<file path="src/rtl/qos_pkg.sv">
// Shared sizing, FSM encoding and weight-field helper for the QoS weighted
// round-robin scheduler.
package qos_pkg;

  localparam int NUM_CLASS = 4;
  localparam int DATA_W    = 12;
  localparam int CLASS_W   = 2;
  localparam int WEIGHT_W  = 4;

  localparam logic [0:0] ST_IDLE  = 1'b0;
  localparam logic [0:0] ST_SERVE = 1'b1;

  // Extracts Wc from the packed weight bus (weight[4c+3:4c]).
  function automatic logic [WEIGHT_W-1:0] class_weight(
    input logic [NUM_CLASS*WEIGHT_W-1:0] w,
    input logic [CLASS_W-1:0]            c
  );
    return w[c*WEIGHT_W +: WEIGHT_W];
  endfunction

endpackage

</file>
<file path="src/rtl/rr_next_sel.sv">
// Rotating-priority search: returns the first eligible class scanning
// ptr+1, ptr+2, ptr+3 and finally ptr itself.
module rr_next_sel
  import qos_pkg::*;
(
  input  logic [NUM_CLASS-1:0] eligible,
  input  logic [CLASS_W-1:0]   ptr,
  output logic [CLASS_W-1:0]   next_ptr,
  output logic                 found
);

  // Scan from the farthest candidate down so the nearest one wins.
  always_comb begin
    next_ptr = ptr;
    found    = 1'b0;
    for (int k = NUM_CLASS; k >= 1; k--) begin
      if (eligible[ptr + CLASS_W'(k)]) begin
        next_ptr = ptr + CLASS_W'(k);
        found    = 1'b1;
      end
    end
  end

endmodule

</file>
<file path="src/rtl/qos_wrr_scheduler.sv">
// Weighted round-robin scheduler: drains four show-ahead class FIFOs in
// bursts of up to Wi words into a single output FIFO.
module qos_wrr_scheduler
  import qos_pkg::*;
(
  input  logic        clk,
  input  logic        reset,
  input  logic        active,
  input  logic [3:0]  empty,
  input  logic [11:0] data_p0,
  input  logic [11:0] data_p1,
  input  logic [11:0] data_p2,
  input  logic [11:0] data_p3,
  input  logic [15:0] weight,
  input  logic        almost_full_out,
  output logic [3:0]  pop,
  output logic        push_out,
  output logic [11:0] data_out,
  output logic [1:0]  ptr
);

  // Handshake: a class FIFO word is consumed on the rising edge where
  // pop[i]=1 (its head must be valid, i.e. empty[i]=0); the output FIFO
  // accepts a word on every edge where push_out=1 and is assumed ready while
  // almost_full_out=0, which leaves room for the one word already in flight.

  logic [0:0]           state_q;
  logic [CLASS_W-1:0]   ptr_q;
  logic [WEIGHT_W-1:0]  cnt_q;
  logic [NUM_CLASS-1:0] eligible;
  logic [WEIGHT_W-1:0]  cur_w;
  logic [CLASS_W-1:0]   next_ptr;
  logic                 found;
  logic                 can_pop;
  logic [DATA_W-1:0]    head;

  always_comb begin
    eligible = '0;
    for (int i = 0; i < NUM_CLASS; i++) begin
      eligible[i] = ~empty[i] & (class_weight(weight, CLASS_W'(i)) != '0);
    end
  end

  rr_next_sel u_rr_next_sel (
    .eligible (eligible),
    .ptr      (ptr_q),
    .next_ptr (next_ptr),
    .found    (found)
  );

  // Weight is read live so a mid-burst change ends or extends the burst now.
  assign cur_w   = class_weight(weight, ptr_q);
  assign can_pop = (state_q == ST_SERVE) & active & ~almost_full_out &
                   eligible[ptr_q] & (cnt_q < cur_w);
  assign pop     = can_pop ? (4'b0001 << ptr_q) : 4'b0000;
  assign ptr     = ptr_q;

  always_comb begin
    case (ptr_q)
      2'd0:    head = data_p0;
      2'd1:    head = data_p1;
      2'd2:    head = data_p2;
      default: head = data_p3;
    endcase
  end

  always_ff @(posedge clk or negedge reset) begin
    if (!reset) begin
      push_out <= 1'b0;
      data_out <= '0;
    end else begin
      push_out <= can_pop;
      if (can_pop) data_out <= head;
    end
  end

  // A non-popping SERVE cycle (burst done, class drained or disabled) is the
  // switch bubble: the grant moves on, or back to itself if it is alone.
  always_ff @(posedge clk or negedge reset) begin
    if (!reset) begin
      state_q <= ST_IDLE;
      ptr_q   <= '0;
      cnt_q   <= '0;
    end else begin
      case (state_q)
        ST_IDLE: begin
          if (active && !almost_full_out && found) begin
            state_q <= ST_SERVE;
            ptr_q   <= next_ptr;
            cnt_q   <= '0;
          end
        end
        default: begin
          if (!active || !found) begin
            state_q <= ST_IDLE;
          end else if (almost_full_out) begin
            state_q <= ST_SERVE;
          end else if (can_pop) begin
            cnt_q <= cnt_q + 4'd1;
          end else begin
            ptr_q <= next_ptr;
            cnt_q <= '0;
          end
        end
      endcase
    end
  end

endmodule

</file>
<file path="config.mk">
export PLATFORM = sky130hd
export DESIGN_NAME = qos_wrr_scheduler
export DESIGN_NICKNAME = d
export VERILOG_FILES = /design/src/rtl/qos_pkg.sv /design/src/rtl/rr_next_sel.sv /design/src/rtl/qos_wrr_scheduler.sv
export SDC_FILE = /design/constraint.sdc
export NUM_CORES = 1
export LEC_CHECK = 0
export CORE_MARGIN = 8
export CORE_UTILIZATION = 39
export DETAILED_ROUTE_END_ITERATION = 8
export GPL_TIMING_DRIVEN = 0
export MAX_ROUTING_LAYER = met4
export PLACE_DENSITY_LB_ADDON = 0.12
export SLEW_MARGIN = 20
export SYNTH_ARGS = -nofsm -noshare
export SYNTH_HDL_FRONTEND = slang
export SYNTH_HIERARCHICAL = 1
export SYNTH_SLANG_ARGS = --single-unit
</file>
<file path="constraint.sdc">
create_clock -name clk -period 4.52 [get_ports clk]
set_clock_uncertainty 0.15 [all_clocks]
set_input_delay 0.904 -clock clk [delete_from_list [all_inputs] [get_ports clk]]
set_output_delay 0.904 -clock clk [all_outputs]
set_load 0.01 [all_outputs]
</file>
==> key figures, run 1 <==
Power
  • Leak: 1.09 nW
  • Comb pwr share: 61.0%
  • Proportion of power drawn by flip-flops and latches: 24.5%
  • Net switching share of the total power: 34.0%
  • Peak VDD IR: 0.295 mV
  • Clock power share: 14.5%
  • Sw Pwr: 0.000418 W
  • Pwr dens: 461 nW/um^2
  • Internal power: 0.000813 W
  • Total power: 0.00123 W

GRT
  • Initial antenna violation count: 0
  • Gr usage total: 17.4%
  • First-pass GRT wire length: 8.68 mm
  • Gr ovfl total: 0
  • Vias in the first global route: 1762
  • Largest net degree at the start of global routing: 21

Die
  • Initial Util: 40.7%
  • Boundary Pins: 91
  • Core region area: 4030 um^2
  • Die Span X: 80.9 um
  • Row count: 23
  • Die Y: 80.9 um
  • DIE AREA: 6540 um^2

STA
  • Setup-failing EPs final: 0
  • Post-route worst setup slack: 0.0619 ns
  • Slew @ Worst Pin: 0.935 ns
  • Slew Limit Fails: 0
  • TNS Setup: 0 ns
  • Tmin final: 4.46 ns
  • Final period util: 98.6%
  • Final Hold Fails: 0
  • Unrepaired setup endpoints after global routing: yes
  • Worst relative slew slack: 37.5%
  • FMAX: 224 MHz

CTS
  • Bufs on Longest Clock Path: 2
  • CTS sink cnt: 20
  • Clock-pin transition on the worst setup and hold timing paths: 0.08 ns
  • CTS root buf: clkbuf_8
  • Clk_lat worst skew: 0.25 ns
  • CTS tree: built
  • Inserted Clock Buffers: 3
  • Hold Buf Count CTS: 0
  • H-tree levels: 1

Hold path
  • Hold depth: 1
  • HP Start: data_out[4]$_DFFE_PN0N_
  • Hold WC Path Type: reg -> reg
  • Hold endpoint: data_out[4]$_DFFE_PN0N_

Logic synthesis
  • Ys flop type: dfrtp_1
  • Post-synth cell types: 44
  • Post-synthesis sequential area ratio: 30.5%
  • Mapped Cells: 129
  • Synth Cell Area: 1640 um^2
  • Asr flop ratio synth: 100%
  • Post-synthesis net count: 205
  • Register bit count reported by yosys: 20
  • Post-synth EDFFs: 0
  • Synth Area per Inst: 12.7 um^2
  • Syn. warnings: 6

Route
  • DRT antenna net count: 0
  • 1st-iter DRT viols: 61
  • DRC viols: 0
  • Drt first pass iters: 4
  • Vias: 1508
  • Final wirelength: 5.41 mm
  • Vias/cell: 5.54
  • Wirelength per Cell: 19.9 um

Placement
  • Inst Count DP: 269
  • Pre-CTS setup slack: -0.498 ns
  • Gpl congestion: 0.818
  • Port bufs: 90
  • HPWL Detailed: 4.39 mm

Flow run
  • Max cap viols: 0

Critical path
  • Reg2reg start: ptr[1]$_DFFE_PN0P_
  • Worst Setup End Kind: primary output
  • Startpoint types: primary input
  • Worst EP required: 3.47 ns
  • Max FO, Critical Path: 5
  • R2r endpoint: data_out[5]$_DFFE_PN0N_
  • Worst Reg2Reg Path Length in Cells: 10
  • Worst EP arrival: 3.40 ns
  • FF-to-FF setup slack: 1.06 ns
  • WS Path Type: in -> out

Final layout
  • Fin cells: 272
  • Layout fillers: 306
  • Number of inserted diodes: 0
  • Post-route core utilization: 66.4%
  • Synth-to-Final Area Change: 63.0%
  • Total Nets Final: 299
  • Layout cells sized above 1: 24.8%

Run status
  • Status: complete, no violations
-- cell usage after synthesis (2+ instances only) --
cell | count | area [um^2]
dfrtp_1 | 20 | 500
mux4_2 | 15 | 338
mux2_4 | 10 | 150
nor2_1 | 9 | 33.8
inv_1 | 7 | 26.3
mux2_2 | 6 | 67.6
nand2_1 | 6 | 22.5
nor4_1 | 6 | 37.5
ha_1 | 4 | 50.1
a21oi_1 | 3 | 15.0
nor3_1 | 3 | 15.0
a21o_1 | 2 | 15.0
buf_2 | 2 | 10.0
buf_6 | 2 | 22.5
nand2b_1 | 2 | 12.5
o21bai_1 | 2 | 15.0
or2_1 | 2 | 12.5
or2b_1 | 2 | 15.0
-- routing by layer --
metal  GRT usage (%)  routed length [um]  vias to the layer above
li1                -                   -                      687
met1            17.9                1980                      756
met2            31.6                2920                       57
met3            4.86                 416                        8
met4            4.64                  89                        0
met5               -                   0                        -
-- cells by family after synthesis --
kind of cell | synth area share [%]
AO/OA/AOI/OAI | 12.7
adder cells (fa/ha/maj) | 3.05
buffers and inverters | 4.73
flip-flops | 30.5
multiplexers | 34.5
AND/OR/NAND/NOR | 14.6
-- worst max-delay path, stage by stage --
cell	delay (ns)
clkdlybuf4s50_1	0.43
mux4_2	0.49
inv_1	0.08
ha_1	0.27
a2111oi_4	0.38
nand4_4	0.15
or2_4	0.30
nor3_1	0.13
clkdlybuf4s15_1	0.26
-- power groups by stage --
| stage | logic, W | clock network (W) | registers (W) |
|---|---|---|---|
| final | 0.000751 | 0.000179 | 0.000302 |
| after global routing | 0.000814 | 0.000188 | 0.000314 |
| after CTS | 0.000763 | 0.000180 | 0.000302 |
| after detailed placement | 0.000765 | 0 | 0.000304 |
| after global placement | 0.000752 | 0 | 0.000299 |
| after floorplan | 0.000451 | 0 | 0.000326 |
-- how the worst max path moves through the flow --
stage	startpoint	slack [ns]	depth (start not counted)	endpoint
2_1_floorplan	ptr[0]$_DFFE_PN0P_	0.47	9	pop[3]
3_3_place_gp	weight[15]	-0.51	9	pop[3]
3_5_place_dp	weight[15]	-0.50	9	pop[3]
4_1_cts	weight[15]	0.04	9	pop[0]
5_1_grt	weight[15]	-0.02	9	pop[0]
6_report	weight[15]	0.06	9	pop[0]
-- what timing repair did --
action,CTS,global route
pin swaps,1,0
buffers inserted,1,0
resized for setup,10,5
endpoints found under the setup margin,4,4
endpoints found under the hold margin,0,0
-- cell type report --
type                       count  area (um^2)  area share (%)
sequential                    20          502            18.8
multi-input combinational     96         1070            40.1
inverter                       7         26.3           0.983
buffer                         4         42.5            1.59
clock inverter                 1         30.0            1.12
timing repair buffer          91          898            33.6
clock buffer                   3         41.3            1.54
tap                           50         62.6            2.34
-- layout by cell type (no fill, tap or decap), types with 2 or more instances in the layout --
cell type / n
a21o_1: 2
ha_1: 4
nand2b_1: 2
nand2_1: 6
nor2_1: 9
mux2_4: 10
inv_1: 7
nor4_1: 5
clkbuf_8: 3
a21oi_1: 3
mux4_2: 15
clkdlybuf4s15_1: 2
buf_6: 2
or2b_1: 2
clkdlybuf4s50_1: 86
o21bai_1: 2
buf_2: 2
mux2_2: 6
nor4_2: 2
dfrtp_1: 19
nor3_1: 3
-- stage by stage --
step                hold slack [ns]  instance area [um^2]
floorplan                     0.339                  1640
global placement              0.341                  2600
detailed placement            0.342                  2600
CTS                           0.367                  2670
global route                  0.378                  2670
finish                        0.363                  2670
-- state kept, by name (all words and copies together) (netlist names) --
name and count:
ptr 2, push_out 1, state_q 1, data_out 12
cnt_q 4
Power figures use the tool's default switching activity.
==> run 2: changes to the inputs <==
--- a/config.mk
+++ b/config.mk
@@ -5,6 +5,7 @@
 export SDC_FILE = /design/constraint.sdc
 export NUM_CORES = 1
 export LEC_CHECK = 0
+export CORE_ASPECT_RATIO = 1.1
 export CORE_MARGIN = 8
 export CORE_UTILIZATION = 39
 export DETAILED_ROUTE_END_ITERATION = 8
==> key figures, run 2 (synthesized netlist as in run 1, its figures left out) <==
Hold path
  • Hold endpoint: data_out[5]$_DFFE_PN0N_
  • HP Start: data_out[5]$_DFFE_PN0N_
  • Hold WC Path Type: reg -> reg
  • Hold depth: 1

Placement
  • HPWL Detailed: 4.44 mm
  • Inst Count DP: 271
  • Gpl congestion: 0.875
  • Port bufs: 90
  • Placed inst area: 2610 um^2

Critical path
  • Reg2reg start: ptr[1]$_DFFE_PN0P_
  • Worst EP required: 3.47 ns
  • R2r endpoint: data_out[2]$_DFFE_PN0N_
  • Startpoint types: primary input
  • Worst Reg2Reg Path Length in Cells: 10
  • Worst EP arrival: 3.37 ns
  • Max FO, Critical Path: 5
  • Critical path, cell by cell: clkdlybuf4s50_1, mux4_2, inv_1, ha_1, a2111oi_4, nand4_4, or2_4, nor3_1, clkdlybuf4s15_1
  • CP max stage cell: mux4_2
  • Worst Setup End Kind: primary output
  • CP max stage delay: 0.47 ns
  • Worst path top cell family by delay: buffers and inverters
  • Setup crit start: weight[15]
  • FF-to-FF setup slack: 1.14 ns
  • WP buf/inv: 3
  • WS Path Type: in -> out

Die
  • DIE AREA: 6540 um^2
  • Core region area: 3990 um^2
  • Die Span X: 77.8 um
  • Die Y: 84.0 um
  • Boundary Pins: 91
  • Row count: 24
  • Initial Util: 41.1%

CTS
  • Clk_lat worst skew: 0.26 ns
  • Clock-pin transition on the worst setup and hold timing paths: 0.07 ns
  • CTS tree: built
  • Bufs on Longest Clock Path: 2
  • H-tree levels: 1
  • CTS root buf: clkbuf_8
  • Inserted Clock Buffers: 3
  • CTS sink cnt: 20
  • Hold Buf Count CTS: 0

Final layout
  • Post-route core utilization: 66.4%
  • Layout cells sized above 1: 23.5%
  • Fin cells: 273
  • Design area: 2650 um^2
  • Most common cell after layout, fill and taps aside: clkdlybuf4s50_1
  • Number of flip-flops in the largest register: 12
  • Most frequent cells in the layout: clkdlybuf4s50_1 (86), dfrtp_1 (20), mux4_2 (15)
  • Layout fillers: 304
  • Biggest register: data_out
  • Total Nets Final: 299
  • Synth-to-Final Area Change: 61.8%
  • Number of inserted diodes: 0

GRT
  • Initial antenna violation count: 0
  • Vias in the first global route: 1724
  • Largest net degree at the start of global routing: 21
  • Gr ovfl total: 0
  • First-pass GRT wire length: 8.48 mm
  • Gr usage total: 16.5%

Route
  • Drt first pass iters: 4
  • Vias/cell: 5.51
  • DRC viols: 0
  • 1st-iter DRT viols: 71
  • DRT antenna net count: 0
  • Wirelength per Cell: 19.3 um
  • Final wirelength: 5.27 mm
  • Vias: 1504

STA
  • Slew Limit Fails: 0
  • Final Hold Fails: 0
  • Unrepaired setup endpoints after global routing: no
  • Worst relative slew slack: 38.1%
  • Final period util: 97.8%
  • Setup-failing EPs final: 0
  • Slew @ Worst Pin: 0.926 ns
  • FMAX: 226 MHz
  • Tmin final: 4.42 ns

Power
  • Peak VDD IR: 0.271 mV
  • Pwr dens: 438 nW/um^2
  • Leak: 1.08 nW

Flow run
  • Max cap viols: 0

Run status
  • Status: complete, no violations
==> run 2: final cells by class <==
type | instances | area (um^2) | area share [%]
well taps | 52 | 65.1 | 2.45
plain buffers | 4 | 42.5 | 1.60
flip-flops and latches | 20 | 500 | 18.9
inverters | 7 | 26.3 | 0.990
repair buffers | 91 | 907 | 34.2
multi-input cells | 96 | 1070 | 40.4
clock buffers | 3 | 41.3 | 1.56
==> run 2: worst max path at each step <==
stage / end / slack (ns) / cells past startpoint
floorplan: pop[3] / 0.47 / 9
global placement: pop[3] / -0.45 / 9
detailed placement: pop[3] / -0.42 / 9
CTS: pop[0] / 0.01 / 9
global route: pop[0] / 0.0009 / 9
finish: pop[0] / 0.10 / 9
==> run 2: through the flow <==
stage | total power, W | hold WS (ns) | TNS [ns] | setup WS [ns]
3_5_place_dp | 0.00107 | 0.342 | -1.37 | -0.422
4_1_cts | 0.00118 | 0.363 | 0 | 0.0146
6_report | 0.00116 | 0.360 | 0 | 0.100
5_1_grt | 0.00124 | 0.378 | 0 | 0.000881
2_1_floorplan | 0.000777 | 0.339 | 0 | 0.467
3_3_place_gp | 0.00104 | 0.343 | -1.47 | -0.446
==> run 2: worst register-to-register path: stages, from the launching register on <==
cell	delay, ns
dfrtp_1	0.57
buf_2	0.48
mux4_2	0.37
inv_1	0.07
ha_1	0.26
a2111oi_4	0.37
nand4_4	0.13
buf_4	0.19
nor2_4	0.18
buf_8	0.18
mux2_4	0.31
==> run 2: layer usage <==
| metal | part of all wire, % | track usage [%] | vias up |
|---|---|---|---|
| met5 | 0 | - | - |
| met4 | 2.4 | 6.87 | 0 |
| met3 | 5.3 | 2.16 | 11 |
| met2 | 50 | 28.0 | 86 |
| met1 | 42 | 19.0 | 722 |
| li1 | - | - | 685 |
==> run 2: what timing repair did <==
action	CTS	global route
cloned	0	0
gates resized for setup	9	1
setup endpoints to repair	4	2
pin swaps	2	1
setup buffers	1	0
==> run 2: power breakdown <==
part / internal [W] / leakage [nW] / switching [W]
registers: 0.000243 / 0.252 / 0.0000610
logic: 0.000451 / 0.808 / 0.000290
clock network: 0.0000593 / 0.0216 / 0.0000563
total: 0.000754 / 1.08 / 0.000408
==> run 3: changes to the inputs <==
==> constraint.sdc (replaced) <==
create_clock -name clk -period 4.1 [get_ports clk]
set_clock_uncertainty 0.15 [all_clocks]
set_input_delay 0.82 -clock clk [delete_from_list [all_inputs] [get_ports clk]]
set_output_delay 0.82 -clock clk [all_outputs]
set_load 0.01 [all_outputs]
==> key figures, run 3 (synthesized netlist as in run 1, its figures left out) <==
Final layout
  • Biggest register: data_out
  • Fin cells: 278
  • Most frequent cells in the layout: clkdlybuf4s50_1 (79), dfrtp_1 (18), mux4_2 (15)
  • Layout cells sized above 1: 29.2%
  • Total Nets Final: 304
  • Most common cell after layout, fill and taps aside: clkdlybuf4s50_1
  • Number of inserted diodes: 0
  • Layout fillers: 296
  • Synth-to-Final Area Change: 66.1%
  • Number of flip-flops in the largest register: 12

Route
  • 1st-iter DRT viols: 58
  • Vias/cell: 5.56
  • Drt first pass iters: 4
  • DRT antenna net count: 0
  • Wirelength per Cell: 19.4 um
  • Vias: 1545
  • Final wirelength: 5.40 mm
  • DRC viols: 0

Critical path
  • Worst EP arrival: 3.02 ns
  • CP max stage cell: mux4_2
  • Critical path, cell by cell: clkdlybuf4s50_1, mux4_2, inv_1, ha_1, o211a_1, and2_1, or2_4, nor3_1, buf_2
  • Startpoint types: primary input
  • WS Path Type: in -> out
  • WP buf/inv: 3
  • CP max stage delay: 0.46 ns
  • Max FO, Critical Path: 5
  • Worst EP required: 3.13 ns
  • Worst path top cell family by delay: buffers and inverters
  • Worst Setup End Kind: primary output

GRT
  • Initial antenna violation count: 0
  • Met2 usage: 28.0%
  • First-pass GRT wire length: 8.55 mm
  • Layer with the highest usage: met2
  • Met3 Usage GRT: 2.16%
  • Vias in the first global route: 1718
  • GRT met1 Usage: 19.4%
  • Largest net degree at the start of global routing: 21
  • Gr usage total: 16.7%
  • Gr ovfl total: 0

Die
  • Boundary Pins: 91
  • Row count: 24
  • Initial Util: 41.1%
  • Core region area: 3990 um^2
  • Die Span X: 77.8 um
  • DIE AREA: 6540 um^2
  • Die Y: 84.0 um

Power
  • Internal power: 0.000876 W
  • Proportion of power drawn by flip-flops and latches: 24.8%
  • Leak: 1.12 nW
  • Comb pwr share: 65.7%
  • Sw Pwr: 0.000468 W
  • Clock power share: 9.4%
  • Peak VDD IR: 0.402 mV
  • Pwr dens: 494 nW/um^2
  • Net switching share of the total power: 34.8%

CTS
  • H-tree levels: 1
  • Clk_lat worst skew: 0.26 ns
  • CTS root buf: clkbuf_8
  • Clock-pin transition on the worst setup and hold timing paths: 0.07 ns
  • Hold Buf Count CTS: 0
  • Inserted Clock Buffers: 3
  • Bufs on Longest Clock Path: 2
  • CTS sink cnt: 20
  • CTS tree: built

STA
  • Slew @ Worst Pin: 0.928 ns
  • Unrepaired setup endpoints after global routing: no
  • Setup-failing EPs final: 0
  • Final period util: 97.4%
  • Worst hold slack: 0.360 ns
  • Worst relative slew slack: 37.9%
  • Tmin final: 3.99 ns
  • Slew Limit Fails: 0
  • Final Hold Fails: 0
  • FMAX: 250 MHz

Flow run
  • Max cap viols: 0

Placement
  • Gpl congestion: 0.875
  • HPWL Detailed: 4.44 mm
  • Inst Count DP: 271
  • Port bufs: 90

Hold path
  • Hold WC Path Type: reg -> reg

Run status
  • Status: complete, no violations
==> run 3: path summary, 6_finish.rpt <==
kind | endpoint | cells after the start | from | slack [ns]
max in group asynchronous | ptr[1]$_DFFE_PN0P_ | 1 | reset | 2.24
min in group asynchronous | data_out[11]$_DFFE_PN0N_ | 1 | reset | 0.93
setup / recovery | pop[0] | 9 | weight[5] | 0.11
hold / removal | data_out[5]$_DFFE_PN0N_ | 1 | data_out[5]$_DFFE_PN0N_ | 0.36
hold reg to reg | data_out[5]$_DFFE_PN0N_ | 1 | data_out[5]$_DFFE_PN0N_ | 0.36
setup reg to reg | data_out[2]$_DFFE_PN0N_ | 10 | ptr[1]$_DFFE_PN0P_ | 0.95
==> run 3: per-stage QoR <==
step / cell area [um^2] / util (%) / setup TNS [ns] / power, W / setup slack, ns
floorplan: 1640 / - / 0 / 0.000856 / 0.131
global placement: 2610 / 65.3 / -2.53 / 0.00115 / -0.712
detailed placement: 2610 / 65.3 / -2.70 / 0.00118 / -0.755
CTS: 2680 / 67.2 / 0 / 0.00133 / 0.0000941
global route: 2720 / 68.2 / 0 / 0.00143 / 0.0378
finish: 2720 / 68.2 / 0 / 0.00134 / 0.107
==> run 3: power groups by stage <==
stage	logic (W)	registers [W]	clock network (W)
finish	0.000884	0.000334	0.000127
global route	0.000943	0.000344	0.000141
CTS	0.000861	0.000341	0.000132
detailed placement	0.000838	0.000338	0
global placement	0.000815	0.000331	0
floorplan	0.000497	0.000360	0
==> run 3: cell type report <==
type | instances | area (um^2) | share of cell area (%)
Multi-Input combinational cell | 96 | 1100 | 40.5
Inverter | 7 | 26.3 | 0.965
Clock buffer | 3 | 41.3 | 1.52
Tap cell | 52 | 65.1 | 2.39
Buffer | 4 | 53.8 | 1.98
Timing Repair Buffer | 96 | 932 | 34.2
Sequential cell | 20 | 503 | 18.5
==> run 3: per-layer routing <==
layer	routed length, um	share of wire, %
met4	140	2.6
met2	2680	50
met5	0	0
met3	289	5.4
met1	2290	42
==> run 3: what timing repair did <==
item	4_1_cts	5_1_grt
endpoints found under the setup margin	4	1
resized for setup	38	2
buffers inserted	2	4
pin swaps	6	2
cloned	0	0
